[config.mk]
export PLATFORM = sky130hd
export DESIGN_NAME = pipeline_hazard_ctl
export DESIGN_NICKNAME = d
export VERILOG_FILES = /design/src/rtl/pipeline_hazard_ctl_pkg.sv /design/src/rtl/pipeline_hazard_ctl_step_edge_sync.sv /design/src/rtl/pipeline_hazard_ctl.sv
export SDC_FILE = /design/constraint.sdc
export NUM_CORES = 1
export LEC_CHECK = 0
export BUFFER_PORTS_ARGS = -buffer_cell sky130_fd_sc_hd__buf_2
export CAP_MARGIN = 20
export CORE_MARGIN = 5
export CORE_UTILIZATION = 49
export CTS_CLUSTER_DIAMETER = 60
export CTS_CLUSTER_SIZE = 10
export DETAILED_ROUTE_END_ITERATION = 7
export PLACE_DENSITY = 0.74
export SKIP_CTS_REPAIR_TIMING = 1
export SYNTH_ARGS = -nofsm -noshare
export SYNTH_HDL_FRONTEND = slang
export SYNTH_SLANG_ARGS = --single-unit
[constraint.sdc]
create_clock -name CLK -period 2.8 [get_ports CLK]
set_input_delay 0.28 -clock CLK [delete_from_list [all_inputs] [get_ports CLK]]
set_output_delay 0.28 -clock CLK [all_outputs]
set_load 0.01 [all_outputs]
[src/rtl/pipeline_hazard_ctl_pkg.sv]
// Shared types for the 3-stage pipeline hazard controller (package cpu_pkg).
package cpu_pkg;

  localparam int REG_ADDR_W_DEF = 4;

  typedef enum logic [2:0] {
    WAIT_LOAD,
    RUN,
    STALL,
    FLUSH,
    STEP_WAIT
  } hz_state_t;

  typedef struct packed {
    logic pc_hold;
    logic ireg_hold;
    logic ireg_bubble;
    logic ereg_bubble;
  } hz_ctl_t;

  // Pipeline flows freely: nothing held, nothing bubbled.
  localparam hz_ctl_t CTL_NOP      = '0;
  localparam hz_ctl_t CTL_HOLD_ALL = '1;

endpackage

[src/rtl/pipeline_hazard_ctl_step_edge_sync.sv]
// Debug step button synchronizer: two flops into the clock domain, then a
// one-cycle pulse on each rising edge so a held button counts once.
module step_edge_sync (
  input  logic clk,
  input  logic rst_n,
  input  logic step_raw,
  output logic step_pulse
);

  logic sync1, sync2, step_prev;

  always_ff @(posedge clk or negedge rst_n) begin
    if (!rst_n) begin
      sync1     <= 1'b0;
      sync2     <= 1'b0;
      step_prev <= 1'b0;
    end else begin
      sync1     <= step_raw;
      sync2     <= sync1;
      step_prev <= sync2;
    end
  end

  assign step_pulse = sync2 & ~step_prev;

endmodule

[src/rtl/pipeline_hazard_ctl.sv]
// Central stall/flush/step sequencer for the I/E/W pipeline.
// Optional operand forwarding is built when HAZARD_FWD_EN is defined.
module pipeline_hazard_ctl
  import cpu_pkg::*;
#(
  parameter int REG_ADDR_W = REG_ADDR_W_DEF,
  parameter int CNT_W      = 16
) (
  input  logic                  CLK,
  input  logic                  RST_N,
  input  logic                  load_done,
  input  logic [REG_ADDR_W-1:0] a_addr_I,
  input  logic [REG_ADDR_W-1:0] b_addr_I,
  input  logic                  a_use_I,
  input  logic                  b_use_I,
  input  logic [REG_ADDR_W-1:0] c_addr_E,
  input  logic                  reg_write_E,
  input  logic                  data_read_E,
  input  logic                  jump_en_W,
  input  logic                  dbg_step_en,
  input  logic                  dbg_step,
  output logic                  pc_hold,
  output logic                  ireg_hold,
  output logic                  ireg_bubble,
  output logic                  ereg_bubble,
  output logic [CNT_W-1:0]      stall_cnt,
  output logic [CNT_W-1:0]      flush_cnt
`ifdef HAZARD_FWD_EN
  ,
  output logic                  fwd_a_sel,
  output logic                  fwd_b_sel
`endif
);

  hz_state_t state, state_d;
  hz_ctl_t   ctl;
  logic      step_pulse;
  logic      match_a, match_b, hz, stall_hz;
  logic      stall_inc, flush_inc, advance;

  step_edge_sync u_step_sync (
    .clk       (CLK),
    .rst_n     (RST_N),
    .step_raw  (dbg_step),
    .step_pulse(step_pulse)
  );

  assign match_a = a_use_I && (a_addr_I == c_addr_E);
  assign match_b = b_use_I && (b_addr_I == c_addr_E);
  assign hz      = reg_write_E && (match_a || match_b);

`ifdef HAZARD_FWD_EN
  // Only a load cannot be forwarded in time; everything else bypasses.
  assign stall_hz = hz && data_read_E;
`else
  logic [1:0] unused_fwd;
  assign unused_fwd = {data_read_E, advance};
  assign stall_hz   = hz;
`endif

  always_comb begin
    ctl       = CTL_NOP;
    state_d   = state;
    stall_inc = 1'b0;
    flush_inc = 1'b0;
    advance   = 1'b0;
    if (!load_done) begin
      ctl     = CTL_HOLD_ALL;
      state_d = WAIT_LOAD;
    end else begin
      case (state)
        WAIT_LOAD: begin
          ctl     = CTL_HOLD_ALL;
          state_d = dbg_step_en ? STEP_WAIT : RUN;
        end
        RUN, STALL: begin
          if (jump_en_W) begin
            ctl.ireg_bubble = 1'b1;
            ctl.ereg_bubble = 1'b1;
            state_d         = FLUSH;
            flush_inc       = 1'b1;
          end else if (state == RUN && stall_hz) begin
            ctl.pc_hold     = 1'b1;
            ctl.ireg_bubble = 1'b1;
            state_d         = STALL;
            stall_inc       = 1'b1;
          end else begin
            advance = 1'b1;
            state_d = (state == RUN && dbg_step_en) ? STEP_WAIT : RUN;
          end
        end
        FLUSH: begin
          ctl.ereg_bubble = 1'b1;
          state_d         = RUN;
        end
        STEP_WAIT: begin
          ctl.pc_hold     = 1'b1;
          ctl.ireg_hold   = 1'b1;
          ctl.ereg_bubble = 1'b1;
          if (!dbg_step_en || step_pulse) state_d = RUN;
        end
        default: begin
          ctl     = CTL_HOLD_ALL;
          state_d = WAIT_LOAD;
        end
      endcase
    end
  end

  assign pc_hold     = ctl.pc_hold;
  assign ireg_hold   = ctl.ireg_hold;
  assign ireg_bubble = ctl.ireg_bubble;
  assign ereg_bubble = ctl.ereg_bubble;

  // Event counters stick at all-ones and survive a reload.
  always_ff @(posedge CLK or negedge RST_N) begin
    if (!RST_N) begin
      state     <= WAIT_LOAD;
      stall_cnt <= '0;
      flush_cnt <= '0;
    end else begin
      state <= state_d;
      if (stall_inc && stall_cnt != '1) stall_cnt <= stall_cnt + CNT_W'(1);
      if (flush_inc && flush_cnt != '1) flush_cnt <= flush_cnt + CNT_W'(1);
    end
  end

`ifdef HAZARD_FWD_EN
  always_ff @(posedge CLK or negedge RST_N) begin
    if (!RST_N) begin
      fwd_a_sel <= 1'b0;
      fwd_b_sel <= 1'b0;
    end else begin
      fwd_a_sel <= advance && reg_write_E && !data_read_E && match_a;
      fwd_b_sel <= advance && reg_write_E && !data_read_E && match_b;
    end
  end
`endif

endmodule
Yosys cells after proc, flatten, opt, wreduce, memory -nomap -nowiden

Cells that the tools add are included.

Register bits: 38

Add/sub/neg operators: 2
Equal/unequal tests: 9
Mux-type cells: 20
Bitwise operators: 2
Reduce and logical (&&, ||, !) cells: 14

Operators by type and width:

| kind                                                                  | count |
|---|---|
| 16-bit by 1-bit adder with 16-bit output, second input constant       | 2 |
| 16-bit != test, second input constant                                 | 2 |
| 3-bit 2-to-1 mux                                                      | 6 |
| 3-bit one-hot mux with 4 select lines                                 | 1 |
| 1-bit 2-to-1 mux                                                      | 10 |
| 4-bit equality test                                                   | 2 |
| 1-bit logical AND                                                     | 7 |
| 3-bit by 2-bit equality test with 1-bit output, second input constant | 2 |
| 4-bit 2-to-1 mux                                                      | 1 |
| 1-bit one-hot mux with 2 select lines                                 | 2 |
| 2-bit OR reduction                                                    | 2 |
| 3-bit by 1-bit equality test with 1-bit output, second input constant | 1 |
| 3-bit equality test, second input constant                            | 1 |
| 3-bit zero test                                                       | 1 |
| 3-bit != test, second input constant                                  | 1 |
| 3-bit OR reduction                                                    | 1 |
| 1-bit logical OR                                                      | 2 |
| 1-bit bitwise AND                                                     | 1 |
| 1-bit zero test                                                       | 1 |
| 1-bit NOT                                                             | 1 |

Logic depth before layout (Yosys ltp)

Word-level depth: 10
Mapped depth: 8

Modules after synthesis

From an unflattened synthesis, not the netlist that was laid out.

Cell total of the unflattened synthesis: 190
Area, all modules: 2060.7 um2

By module, submodules not included:

| module              | instances | cells an instance | area each (um2) |
|---|---|---|---|
| pipeline_hazard_ctl | 1         | 186               | 1971.9 |
| step_edge_sync      | 1         | 4                 | 88.8 |

Worst setup path after synthesis

OpenSTA, ideal clock, no wires.

Path kind: flip-flop to output port
From: register state[1]
To: output port ireg_bubble
Arrival time: 1610 ps
Data required time: 2520 ps
Path slack: 910 ps
Cell stages (with the launch flop): 9
Path buffers: 3
Cell sequence: dfrtp_1 > buf_4 > nor4bb_4 > nand2_1 > o22ai_1 > buf_4 > buf_4 > o31ai_1 > nand3_1

Longest elaborated chain between the ends: 6
Elaborated cells on any way between the ends: 11

Ends and longest elaborated chain:

| what                                           | RTL line                                             | text |
|---|---|---|
| from (decl)                                    | pipeline_hazard_ctl.sv:35                            | `hz_state_t state, state_d;` |
| from (signal assigned)                         | pipeline_hazard_ctl.sv:122                           | `state <= state_d;` |
| 3-bit by 1-bit equality test with 1-bit output | pipeline_hazard_ctl.sv:71, pipeline_hazard_ctl.sv:82 |  |
| 1-bit logical AND                              | pipeline_hazard_ctl.sv:82                            | `end else if (state == RUN && stall_hz) begin` |
| 1-bit 2-to-1 mux                               | pipeline_hazard_ctl.sv:82                            |  |
| 1-bit 2-to-1 mux                               | pipeline_hazard_ctl.sv:77                            | `if (jump_en_W) begin` |
| 1-bit one-hot mux with 2 select lines (*)      | pipeline_hazard_ctl.sv:71                            | `case (state)` |
| 4-bit 2-to-1 mux (*)                           | pipeline_hazard_ctl.sv:67                            | `if (!load_done) begin` |
| to (decl)                                      | pipeline_hazard_ctl.sv:24                            | `output logic ireg_bubble,` |

Mark *: on every way between the ends. The rest lies on a longest branch, timed or not.

Worst setup path in the final report

Same ends and word-level chain as after synthesis.

==> impl_metrics.tcl <==
set metrics [dict create \
    grt_start_max_net_pins 39 \
    yosysWarningCount 0 \
    drt_iter0_drc 83 \
    wl_mm 4.419 \
    start_util_pct 51.34 \
    ff2ff_setup_slack_ns 0.69 \
    syn-cell-area_mm2 0.002083 \
    cts.reportedPaths.clkPinSlew_ns 0.07 \
    arrival_ns 1.98 \
    grt_pass1_vias 1697 \
    wl_per_cell_um 14.30 \
    ir_worst_vdd_v 0.0003870 \
    numCtsBuffers 5 \
    hold_class "in -> async" \
    final_core_util_pct 62.53 \
    pwr-share-comb_pct 13.6 \
    synthesis.nets 224 \
    synth_seq_area_share_pct 45.65 \
    port_buffers 56 \
    grtUsageTotal_pct 17.24 \
    power.share.switching_pct 24.94 \
    power.internal_mw 1.047 \
    core.rowCount 23 \
    syn_inst 200 \
    ys_ff_latch 38 \
    ctsHtreeMaxLevel 2 \
    power_density_mw_per_mm2 549.8 \
    worst-setup-path-type "reg -> out" \
    period_needed_ns 2.257 \
    cts_tree "built" \
    slew_headroom_pct 44.94 \
    cts-root-buf "clkbuf_8" \
    cp_data_required_time_ns 2.52 \
    syn_area_per_cell_um2 10.42 \
    totalNegativeSetupSlack_ns 0 \
    antenna_found_initial 0 \
    die_area_mm2 0.005656 \
    synth.distinct_cells 41 \
    first_pass_iters 4 \
    setup_viol 0 \
    rsz0062_at_grt "no" \
    core-area_mm2 0.004058 \
    synth_top_area_share_pct 45.65 \
    cts_buffer_depth 2 \
    hpwl_mm 3.326 \
    skew_ns 0.009298 \
    final_antenna_net_count 0 \
    drv_slew 0 \
    clkSinkCount 38 \
    synth_largest_area_cell "dfrtp_1" \
    status "complete, no violations" \
    cp-start-kind "flop" \
    hold_viol 0 \
    die_x_um 75.21 \
    drive_gt1_share_pct 29.73 \
    cap_viol_max_count 0 \
    max_clock_freq_mhz 443.1 \
    p_leak_nw 1.164 \
    gr-total-overflow 0 \
    nets 282 \
    fp.dieH_um 75.21 \
    fin_crit_sh_pct 80.60 \
    clkPwrFrac_pct 41.0 \
    n_antenna_cell 0 \
    gp_congestion 0.7997 \
    avgViaCountPerCell 5.528 \
    ios 58 \
    syn_to_final_growth_pct 21.80 \
    clock_latency_ns 0.29 \
    drc 0 \
    cp-end-kind "output pin" \
    synth.area.top_cells "dfrtp_1, xnor2_1, nand4_1" \
    crit_fanout 20 \
    grt_pass1_wl_mm 7.500 \
    tightestPinTransition_ns 0.8260 \
    netSwitchingPower_mw 0.3480 \
    seqPwrFrac_pct 45.5 \
    vias 1708 \
]
==> metrics by stage <==
step	setup WS [ns]	hold slack, ns	cell area [um^2]	total power, mW	cells
floorplan	0.9099	-0.01559	2083	0.7536	200
global route	0.3585	0.09636	2537	1.459	309
CTS	0.5161	0.08907	2537	1.413	309
detailed placement	0.6871	0.3420	2395	0.8369	301
finish	0.5433	0.07958	2537	1.395	309
global placement	0.7453	0.3338	2395	0.8288	301
==> routing by layer <==
layer | share of wire, % | GRT usage [%]
met1 | 43 | 21.28
met2 | 48 | 29.01
met3 | 6.7 | 3.872
met4 | 2.3 | 7.379
met5 | 0 | 0
==> cell usage in the layout (no fill, tap or decap), types with 6 or more instances in the layout <==
master	count
buf_2	56
nor2_1	10
and3_1	8
xnor2_1	33
nand2_1	16
nand4_1	19
nand3_1	16
dfrtp_1	38
clkbuf_8	6
a21oi_1	8
==> registers in the layout, indices dropped and copies added (netlist names) <==
register               cells
u_step_sync.sync2          1
state                      3
flush_cnt                 16
u_step_sync.step_prev      1
u_step_sync.sync1          1
stall_cnt                 16
==> power by group through the flow <==
stage	combinational, mW	sequential [mW]	clock (mW)
6_report	0.189	0.634	0.571
5_1_grt	0.215	0.640	0.604
4_1_cts	0.193	0.634	0.585
3_5_place_dp	0.192	0.645	0
3_3_place_gp	0.186	0.643	0
2_1_floorplan	0.118	0.636	0
==> critical path: stages (launching register included) <==
cell,delay (ns)
dfrtp_1,0.55
nor4bb_4,0.35
nand2_1,0.09
o22ai_1,0.14
buf_4,0.25
o31ai_1,0.09
nand3_1,0.08
buf_2,0.13
==> cell usage after synthesis, drive strengths merged <==
master,number
a211o,1
a211oi,1
a21oi,8
a31o,1
a41oi,1
and2,2
and2b,1
and3,8
and4,2
buf,5
clkbuf,1
dfrtp,38
ha,2
inv,3
mux2,3
nand2,17
nand3,16
nand3b,1
nand4,19
nand4b,1
nor2,11
nor3,2
nor4,4
nor4b,3
nor4bb,1
o21ai,4
o22ai,1
o31a,1
o31ai,2
or2,1
or4,1
or4b,1
xnor2,33
xor2,4
==> final timing paths <==
check                           depth (start not counted)           endpoint               from
max in group asynchronous                               1       stall_cnt[6]              RST_N
worst min-delay path                                    1      flush_cnt[13]              RST_N
min in group CLK                                        1  u_step_sync.sync1           dbg_step
worst min register to register                          0  u_step_sync.sync2  u_step_sync.sync1
worst max-delay path                                    7        ireg_bubble           state[1]
worst max register to register                          6       stall_cnt[7]           state[1]
==> kinds of logic (layout without fill, tap and decap cells) <==
| logic type | after synthesis | after routing | share of synthesized area, % |
|---|---|---|---|
| compound gates | 20 | 20 | 6.186 |
| xor+xnor | 37 | 37 | 16.46 |
| fa+ha+maj | 2 | 2 | 1.201 |
| buf+inv | 9 | 68 | 2.523 |
| flops | 38 | 38 | 45.65 |
| mux | 3 | 3 | 1.622 |
| simple gates | 91 | 91 | 26.37 |
==> area by class of cell <==
cell class                 instances  area, um^2
inverter                           3       13.76
sequential                        38       950.9
multi-input combinational        153        1080
tap                               50       62.56
clock buffer                       6       82.58
clock inverter                     2       60.06
fill                             354        1520
timing repair buffer              57       287.8
No activity file was read; power rests on OpenSTA's default activity.
